[src/rtl/branch_ctrl_if.sv]
// Branch-controller bus: frame position, ROM nibble stream and datapath flags in; PC/stack/ACC control out.
// Latency: none (wires only).
// Backpressure: none; the instruction frame is a fixed 8-cycle schedule.
//
// Ports (slave = branch_ctrl side):
//   cycle, romData, pcAddr, pairDout, stackTop, accZero, carry, testFlag, iszZero  -> controller
//   pcLoad, pcNew, stackPush, pushAddr, stackPop, accLoad, accData,
//   word2Active, branchTaken                                                       <- controller
interface branch_ctrl_if #(
    parameter int AW = 12
);
    logic [2:0]    cycle;
    logic [3:0]    romData;
    logic [AW-1:0] pcAddr;
    logic [7:0]    pairDout;
    logic [AW-1:0] stackTop;
    logic          accZero;
    logic          carry;
    logic          testFlag;
    logic          iszZero;

    logic          pcLoad;
    logic [AW-1:0] pcNew;
    logic          stackPush;
    logic [AW-1:0] pushAddr;
    logic          stackPop;
    logic          accLoad;
    logic [3:0]    accData;
    logic          word2Active;
    logic          branchTaken;

    modport master (
        output cycle, romData, pcAddr, pairDout, stackTop,
               accZero, carry, testFlag, iszZero,
        input  pcLoad, pcNew, stackPush, pushAddr, stackPop,
               accLoad, accData, word2Active, branchTaken
    );

    modport slave (
        input  cycle, romData, pcAddr, pairDout, stackTop,
               accZero, carry, testFlag, iszZero,
        output pcLoad, pcNew, stackPush, pushAddr, stackPop,
               accLoad, accData, word2Active, branchTaken
    );
endinterface

[src/rtl/branch_ctrl.sv]
// PC-redirect sequencer for JUN/JMS/JCN/ISZ/JIN/BBL, plus FIM second-word flagging.
// Latency: control outputs registered on the cycle-6 edge, valid for the X3 cycle only.
// Backpressure: none; follows the fixed 8-cycle frame, pc/stack must accept every pulse.
//
// Ports:
//   clk, rstN      clock and asynchronous active-low reset
//   bus (slave)    frame position, ROM nibbles, PC, register pair, stack top and
//                  condition flags in; PC load/target, stack push/pop, ACC load,
//                  second-word flag and branch-taken debug out
module branch_ctrl #(
    parameter int         AW     = 12,
    parameter logic [2:0] CYC_M1 = 3'd3,
    parameter logic [2:0] CYC_M2 = 3'd4,
    parameter logic [2:0] CYC_X3 = 3'd7
) (
    input logic          clk,
    input logic          rstN,
    branch_ctrl_if.slave bus
);

    // Everything the controller drives is decided one edge before X3 so it is
    // stable for the whole X3 cycle, when pc/stack sample it.
    localparam logic [2:0] CYC_DEC = CYC_X3 - 3'd1;

    localparam logic [3:0] OP_JCN = 4'h1;
    localparam logic [3:0] OP_FIM = 4'h2;   // also SRC when opa[0]==1
    localparam logic [3:0] OP_JIN = 4'h3;   // also FIN when opa[0]==0
    localparam logic [3:0] OP_JUN = 4'h4;
    localparam logic [3:0] OP_JMS = 4'h5;
    localparam logic [3:0] OP_ISZ = 4'h7;
    localparam logic [3:0] OP_BBL = 4'hC;

    typedef enum logic {
        S_W1 = 1'b0,    // frame carries an opcode word
        S_W2 = 1'b1     // frame carries the second word of a two-word instruction
    } state_t;

    state_t        state_q, state_d;

    // First-word opcode, kept through the second word so it selects the action there.
    logic [3:0]    opr_q, opr_d;
    logic [3:0]    opa_q, opa_d;
    // Second-word nibbles and the address the second word was fetched from.
    logic [3:0]    opr2_q, opr2_d;
    logic [3:0]    opa2_q, opa2_d;
    logic [AW-1:0] w2_addr_q, w2_addr_d;
    // JCN/ISZ outcome, resolved during the first word.
    logic          cond_q, cond_d;

    logic          pc_load_q, pc_load_d;
    logic [AW-1:0] pc_new_q, pc_new_d;
    logic          stack_push_q, stack_push_d;
    logic [AW-1:0] push_addr_q, push_addr_d;
    logic          stack_pop_q, stack_pop_d;
    logic          acc_load_q, acc_load_d;
    logic [3:0]    acc_data_q, acc_data_d;
    logic          branch_taken_q, branch_taken_d;

    logic          two_word;
    logic          jcn_cond;
    logic [AW-9:0] pc_inc_page;
    logic [AW-1:0] w2_nxt;

    // Opcodes whose next frame is an operand word rather than an opcode.
    assign two_word = (opr_q == OP_JCN) ||
                      ((opr_q == OP_FIM) && !opa_q[0]) ||
                      (opr_q == OP_JUN) ||
                      (opr_q == OP_JMS) ||
                      (opr_q == OP_ISZ);

    // JCN: any enabled test true, then optionally inverted by opa[3].
    assign jcn_cond = ((opa_q[2] & bus.accZero) |
                       (opa_q[1] & bus.carry)   |
                       (opa_q[0] & ~bus.testFlag)) ^ opa_q[3];

    // Only the page of pcAddr+1 is needed for JIN; the page bumps when the
    // low byte is about to wrap (JIN at xFF lands in page x+1).
    assign pc_inc_page = bus.pcAddr[AW-1:8] + (AW-8)'(&bus.pcAddr[7:0]);

    // Address after the second word: JMS return address and JCN/ISZ page.
    assign w2_nxt = w2_addr_q + AW'(1);

    always_comb begin
        state_d        = state_q;
        opr_d          = opr_q;
        opa_d          = opa_q;
        opr2_d         = opr2_q;
        opa2_d         = opa2_q;
        w2_addr_d      = w2_addr_q;
        cond_d         = cond_q;
        // Outputs are single-cycle pulses: zero unless this is the decision edge.
        pc_load_d      = 1'b0;
        pc_new_d       = '0;
        stack_push_d   = 1'b0;
        push_addr_d    = '0;
        stack_pop_d    = 1'b0;
        acc_load_d     = 1'b0;
        acc_data_d     = 4'h0;
        branch_taken_d = 1'b0;

        case (state_q)
            S_W1: begin
                if (bus.cycle == CYC_M1) opr_d = bus.romData;
                if (bus.cycle == CYC_M2) opa_d = bus.romData;

                if (bus.cycle == CYC_DEC) begin
                    case (opr_q)
                        OP_JCN: cond_d = jcn_cond;
                        OP_ISZ: cond_d = ~bus.iszZero;
                        OP_JIN: begin
                            if (opa_q[0]) begin
                                pc_load_d = 1'b1;
                                pc_new_d  = {pc_inc_page, bus.pairDout};
                            end
                        end
                        OP_BBL: begin
                            pc_load_d   = 1'b1;
                            pc_new_d    = bus.stackTop;
                            stack_pop_d = 1'b1;
                            acc_load_d  = 1'b1;
                            acc_data_d  = opa_q;
                        end
                        default: ;
                    endcase
                end

                if ((bus.cycle == CYC_X3) && two_word) state_d = S_W2;
            end

            S_W2: begin
                // opr/opa are left alone here so a second word that happens to
                // look like an opcode is never decoded as one.
                if (bus.cycle == CYC_M1) begin
                    opr2_d    = bus.romData;
                    w2_addr_d = bus.pcAddr;
                end
                if (bus.cycle == CYC_M2) opa2_d = bus.romData;

                if (bus.cycle == CYC_DEC) begin
                    case (opr_q)
                        OP_JUN: begin
                            pc_load_d = 1'b1;
                            pc_new_d  = AW'({opa_q, opr2_q, opa2_q});
                        end
                        OP_JMS: begin
                            pc_load_d    = 1'b1;
                            pc_new_d     = AW'({opa_q, opr2_q, opa2_q});
                            stack_push_d = 1'b1;
                            push_addr_d  = w2_nxt;
                        end
                        OP_JCN, OP_ISZ: begin
                            // Short jumps stay in the page that follows the
                            // second word, so a word at xFF targets page x+1.
                            if (cond_q) begin
                                pc_load_d      = 1'b1;
                                pc_new_d       = {w2_nxt[AW-1:8], opr2_q, opa2_q};
                                branch_taken_d = 1'b1;
                            end
                        end
                        default: ;  // FIM: operand word only, no redirect
                    endcase
                end

                if (bus.cycle == CYC_X3) state_d = S_W1;
            end

            default: state_d = S_W1;
        endcase
    end

    always_ff @(posedge clk or negedge rstN) begin
        if (!rstN) begin
            state_q        <= S_W1;
            opr_q          <= 4'h0;
            opa_q          <= 4'h0;
            opr2_q         <= 4'h0;
            opa2_q         <= 4'h0;
            w2_addr_q      <= '0;
            cond_q         <= 1'b0;
            pc_load_q      <= 1'b0;
            pc_new_q       <= '0;
            stack_push_q   <= 1'b0;
            push_addr_q    <= '0;
            stack_pop_q    <= 1'b0;
            acc_load_q     <= 1'b0;
            acc_data_q     <= 4'h0;
            branch_taken_q <= 1'b0;
        end else begin
            state_q        <= state_d;
            opr_q          <= opr_d;
            opa_q          <= opa_d;
            opr2_q         <= opr2_d;
            opa2_q         <= opa2_d;
            w2_addr_q      <= w2_addr_d;
            cond_q         <= cond_d;
            pc_load_q      <= pc_load_d;
            pc_new_q       <= pc_new_d;
            stack_push_q   <= stack_push_d;
            push_addr_q    <= push_addr_d;
            stack_pop_q    <= stack_pop_d;
            acc_load_q     <= acc_load_d;
            acc_data_q     <= acc_data_d;
            branch_taken_q <= branch_taken_d;
        end
    end

    assign bus.pcLoad      = pc_load_q;
    assign bus.pcNew       = pc_new_q;
    assign bus.stackPush   = stack_push_q;
    assign bus.pushAddr    = push_addr_q;
    assign bus.stackPop    = stack_pop_q;
    assign bus.accLoad     = acc_load_q;
    assign bus.accData     = acc_data_q;
    assign bus.branchTaken = branch_taken_q;
    // Registered state bit, so it is high for every cycle of a second-word frame.
    assign bus.word2Active = (state_q == S_W2);

endmodule

[src/flat_wrapper.sv]
// flat-port wrapper written by rule: the top's interface ports become plain ports
module branch_ctrl_flat 
#(
    parameter int         AW     = 12,
    parameter logic [2:0] CYC_M1 = 3'd3,
    parameter logic [2:0] CYC_M2 = 3'd4,
    parameter logic [2:0] CYC_X3 = 3'd7
)
  (clk, rstN, bus_cycle, bus_romData, bus_pcAddr, bus_pairDout, bus_stackTop, bus_accZero, bus_carry, bus_testFlag, bus_iszZero, bus_pcLoad, bus_pcNew, bus_stackPush, bus_pushAddr, bus_stackPop, bus_accLoad, bus_accData, bus_word2Active, bus_branchTaken);
  branch_ctrl_if #(.AW(AW)) bus_i ();
  input logic clk;
  input logic rstN;
  input wire logic [$bits(bus_i.cycle)-1:0] bus_cycle;
  input wire logic [$bits(bus_i.romData)-1:0] bus_romData;
  input wire logic [$bits(bus_i.pcAddr)-1:0] bus_pcAddr;
  input wire logic [$bits(bus_i.pairDout)-1:0] bus_pairDout;
  input wire logic [$bits(bus_i.stackTop)-1:0] bus_stackTop;
  input wire logic [$bits(bus_i.accZero)-1:0] bus_accZero;
  input wire logic [$bits(bus_i.carry)-1:0] bus_carry;
  input wire logic [$bits(bus_i.testFlag)-1:0] bus_testFlag;
  input wire logic [$bits(bus_i.iszZero)-1:0] bus_iszZero;
  output wire logic [$bits(bus_i.pcLoad)-1:0] bus_pcLoad;
  output wire logic [$bits(bus_i.pcNew)-1:0] bus_pcNew;
  output wire logic [$bits(bus_i.stackPush)-1:0] bus_stackPush;
  output wire logic [$bits(bus_i.pushAddr)-1:0] bus_pushAddr;
  output wire logic [$bits(bus_i.stackPop)-1:0] bus_stackPop;
  output wire logic [$bits(bus_i.accLoad)-1:0] bus_accLoad;
  output wire logic [$bits(bus_i.accData)-1:0] bus_accData;
  output wire logic [$bits(bus_i.word2Active)-1:0] bus_word2Active;
  output wire logic [$bits(bus_i.branchTaken)-1:0] bus_branchTaken;
  assign bus_i.cycle = bus_cycle;
  assign bus_i.romData = bus_romData;
  assign bus_i.pcAddr = bus_pcAddr;
  assign bus_i.pairDout = bus_pairDout;
  assign bus_i.stackTop = bus_stackTop;
  assign bus_i.accZero = bus_accZero;
  assign bus_i.carry = bus_carry;
  assign bus_i.testFlag = bus_testFlag;
  assign bus_i.iszZero = bus_iszZero;
  assign bus_pcLoad = bus_i.pcLoad;
  assign bus_pcNew = bus_i.pcNew;
  assign bus_stackPush = bus_i.stackPush;
  assign bus_pushAddr = bus_i.pushAddr;
  assign bus_stackPop = bus_i.stackPop;
  assign bus_accLoad = bus_i.accLoad;
  assign bus_accData = bus_i.accData;
  assign bus_word2Active = bus_i.word2Active;
  assign bus_branchTaken = bus_i.branchTaken;
  branch_ctrl #(.AW(AW), .CYC_M1(CYC_M1), .CYC_M2(CYC_M2), .CYC_X3(CYC_X3)) u_core (.clk(clk), .rstN(rstN), .bus(bus_i));
endmodule
[config.mk]
export PLATFORM = sky130hd
export DESIGN_NAME = branch_ctrl_flat
export DESIGN_NICKNAME = d
export VERILOG_FILES = /design/src/rtl/branch_ctrl_if.sv /design/src/rtl/branch_ctrl.sv /design/src/flat_wrapper.sv
export SDC_FILE = /design/constraint.sdc
export NUM_CORES = 1
export LEC_CHECK = 0
export CAP_MARGIN = 20
export CORE_MARGIN = 10
export CORE_UTILIZATION = 43
export DETAILED_ROUTE_END_ITERATION = 8
export GPL_TIMING_DRIVEN = 1
export PLACE_DENSITY = 0.81
export SLEW_MARGIN = 20
export SYNTH_ARGS = -nofsm -noshare
export SYNTH_HDL_FRONTEND = slang
export SYNTH_SLANG_ARGS = --single-unit
[constraint.sdc]
create_clock -name clk -period 1.8 [get_ports clk]
set_clock_uncertainty 0.1 [all_clocks]
set_input_delay 0.36 -clock clk [delete_from_list [all_inputs] [get_ports clk]]
set_output_delay 0.36 -clock clk [all_outputs]
set_load 0.005 [all_outputs]
==> flow_summary.yaml <==
timing:
  hold_violations: 0
  post-route-period-util_pct: 105.8
  slew_viol_final: 0
  rsz0062_at_grt: "true"
  tns_ns: -0.1459
  tightestPinTransition_ns: 0.4279
  setup_viol: 2
  clock.fmax_ghz: 0.5253
  setup_slack_ns: -0.1038
  min_period_ns: 1.904
  slew_headroom_pct: 71.11
synthesis:
  ys.flop_type: "dfrtp_1"
  netlist_instances: 250
  syn_nets: 298
  ys_seq_area_share_pct: 53.22
  synth_edf_count: 0
  synth_area_per_cell_um2: 11.66
  syn-cell-area_um2: 2915
  ys_warn_count: 0
  post_synth_num_cell_types: 51
  synth-async-reset-ratio_pct: 100.0
  ys_seq_elements: 62
place:
  globalplace.congestion: 0.8653
  hpwl_mm: 6.305
  dp_cells: 427
  portBuffers: 78
  placed_cell_area_um2: 4036
grt:
  antenna_found_initial: 0
  use_met2_pct: 27.36
  grt_max_degree: 63
  grt_usage_pct: 16.91
  grt_use_met1_pct: 20.79
  first_global_vias: 2622
  grt.busiest_layer: "met2"
  grt_pass1_wl_mm: 13.72
  grt-ovfl-total: 0
  grt_use_met3_pct: 4.116
clock_tree:
  clkTransAtPathRegs_ns: 0.07
  clock_path_buffers: 2
  cts_tree: "built"
  cts_num_sinks: 62
  cts_max_level: 3
  cts-root-buf: "clkbuf_8"
  numCtsBuffers: 9
  insertion_delay_ns: 0.35
floorplanning:
  initial_core_util_pct: 45.14
  die_w_um: 102.3
  core-area_um2: 6459
  io_pins: 79
  die_h_um: 102.3
  std_cell_rows: 29
  die-area_um2: 10470
detailed_routing:
  drtIter0Drc: 154
  first_pass_iters: 6
  ant_nets: 0
  routed_via_density: 5.669
  drc_errors: 0
  vias: 2585
  wl_mm: 9.105
  wl_per_cell_um: 19.97
power:
  p_leak_nw: 1.938
  p_per_area_nw_per_um2: 1184
  vdd_drop_max_v: 0.0006731
layout:
  final_cell_mix: "clkdlybuf4s50_1, dfrtp_1, buf_4"
  final_cells: 456
  stdcell_area_um2: 4476
  antenna_cells: 0
  syn2layout_area_growth_pct: 53.52
  drive_gt1_share_pct: 33.51
  layout_commonest_cell: "clkdlybuf4s50_1"
  nets: 422
setup_path:
  setup.worst_path.class: "flop to flop"
  regToRegEndpoint: "u_core.bus.pcNew[11]$_DFF_PN0_"
  r2r_slack_ns: -0.10
  worstPathRequired_ns: 1.95
  arrival_ns: 2.05
  rr_worst_depth: 4
  crit_path_end_kind: "flop"
  r2r-start: "u_core.w2_addr_q[7]$_DFFE_PN0P_"
  critPathLaunchType: "flop"
  cp_max_fo: 3
min_path:
  min_from: "bus_pcAddr[2]"
  hold_path_depth: 2
  min_path_type: "input pin to flop"
  holdPathEnd: "u_core.w2_addr_q[2]$_DFFE_PN0P_"
run_status:
  violations: "negative setup slack"
  status: "finished, violations left"
flow_run:
  maxCapViolCount: 0
## synth_stat cells (3+ instances only)
master    count  area, um^2
dfrtp_1      62        1551
mux2_2       27       304.0
nor2_1       14       52.55
clkbuf_1     13       48.80
a21oi_1       8       40.04
nand2_1       8       30.03
nand3_1       8       40.04
a32oi_1       7       61.31
inv_1         7       26.28
o211ai_1      7       52.55
o21ai_0       7       35.03
or2_2         7       43.79
a221oi_1      5       43.79
xnor2_1       5       43.79
xor2_1        5       43.79
and2_1        4       25.02
nand4_1       4       25.02
a311oi_1      3       26.28
and3_1        3       18.77
ha_1          3       37.54
nand2b_1      3       18.77
## state kept, by name, summed over array words and instances (netlist names)
name,flops
u_core.bus.pcNew,12
u_core.bus.pushAddr,12
u_core.w2_addr_q,12
u_core.bus.accData,4
u_core.opa2_q,4
u_core.opa_q,4
u_core.opr2_q,4
u_core.opr_q,4
u_core.bus.branchTaken,1
u_core.bus.pcLoad,1
u_core.bus.stackPop,1
u_core.bus.stackPush,1
u_core.bus.word2Active,1
u_core.cond_q,1
## what timing repair did
item                                    4_1_cts  5_1_grt
endpoints found under the hold margin        62        0
endpoints found under the setup margin        3       15
gates resized for setup                       3       27
setup buffers                                 4        8
pin swaps                                     5       12
hold buffers                                  1        0
## kinds of logic (layout without fill, tap and decap cells)
| logic type | after synthesis | after routing | share of synthesized area (%) |
|---|---|---|---|
| adder cells (fa/ha/maj) | 3 | 3 | 1.288 |
| flip-flops | 62 | 62 | 53.22 |
| multiplexers | 27 | 27 | 10.43 |
| AND/OR/NAND/NOR | 75 | 75 | 15.84 |
| XOR/XNOR | 10 | 10 | 3.004 |
| buffers and inverters | 22 | 151 | 3.004 |
| AO/OA/AOI/OAI | 51 | 51 | 13.22 |
## stage by stage
step / utilization [%] / hold WS [ns] / setup WS, ns / power, mW
3_5_place_dp: 62.50 / 0.2930 / -0.3433 / 3.673
6_report: 69.29 / 0.1909 / -0.1038 / 5.300
3_3_place_gp: 62.50 / 0.2875 / -0.3049 / 3.600
5_1_grt: 69.29 / 0.2103 / -0.1380 / 5.570
2_1_floorplan: - / -0.03559 / -0.01270 / 2.891
4_1_cts: 66.62 / 0.4139 / -0.06476 / 5.048
## how the worst max path moves through the flow
stage                               startpoint                             end  slack [ns]  depth (start not counted)
2_1_floorplan  u_core.w2_addr_q[4]$_DFFE_PN0P_  u_core.bus.pcNew[11]$_DFF_PN0_       -0.01                          4
3_5_place_dp                     bus_pcAddr[7]  u_core.bus.pcNew[11]$_DFF_PN0_       -0.34                          8
5_1_grt        u_core.w2_addr_q[7]$_DFFE_PN0P_  u_core.bus.pcNew[11]$_DFF_PN0_       -0.14                          4
4_1_cts        u_core.w2_addr_q[0]$_DFFE_PN0P_   u_core.bus.pcNew[8]$_DFF_PN0_       -0.06                          5
6_report       u_core.w2_addr_q[7]$_DFFE_PN0P_  u_core.bus.pcNew[11]$_DFF_PN0_       -0.10                          4
3_3_place_gp                     bus_pcAddr[7]  u_core.bus.pcNew[11]$_DFF_PN0_       -0.30                          8
## cell type report
cell class | count | area [um^2]
Clock buffer | 10 | 127.6
Clock inverter | 6 | 86.33
Fill cell | 442 | 1983
Inverter | 7 | 26.28
Multi-Input combinational cell | 166 | 1385
Sequential cell | 62 | 1555
Tap cell | 77 | 96.34
Timing Repair Buffer | 128 | 1199
## where the power goes
group / total [mW] / switching [mW] / internal [mW] / leakage, nW
logic: 1.90 / 0.859 / 1.04 / 1.02
registers: 2.07 / 0.341 / 1.73 / 0.812
clock network: 1.33 / 0.557 / 0.777 / 0.106
total: 5.30 / 1.76 / 3.54 / 1.94
## critical path, cell delays in order, from the launching register on
cell	delay, ns
dfrtp_1	0.37
nand3_2	0.13
or4_4	0.56
or3b_1	0.38
a311oi_2	0.27
## metal layers
metal	wire, um	up-vias
met5	0	-
met3	569	17
met1	3785	1304
met2	4567	84
li1	-	1180
met4	182	0
Power figures use the tool's default switching activity.
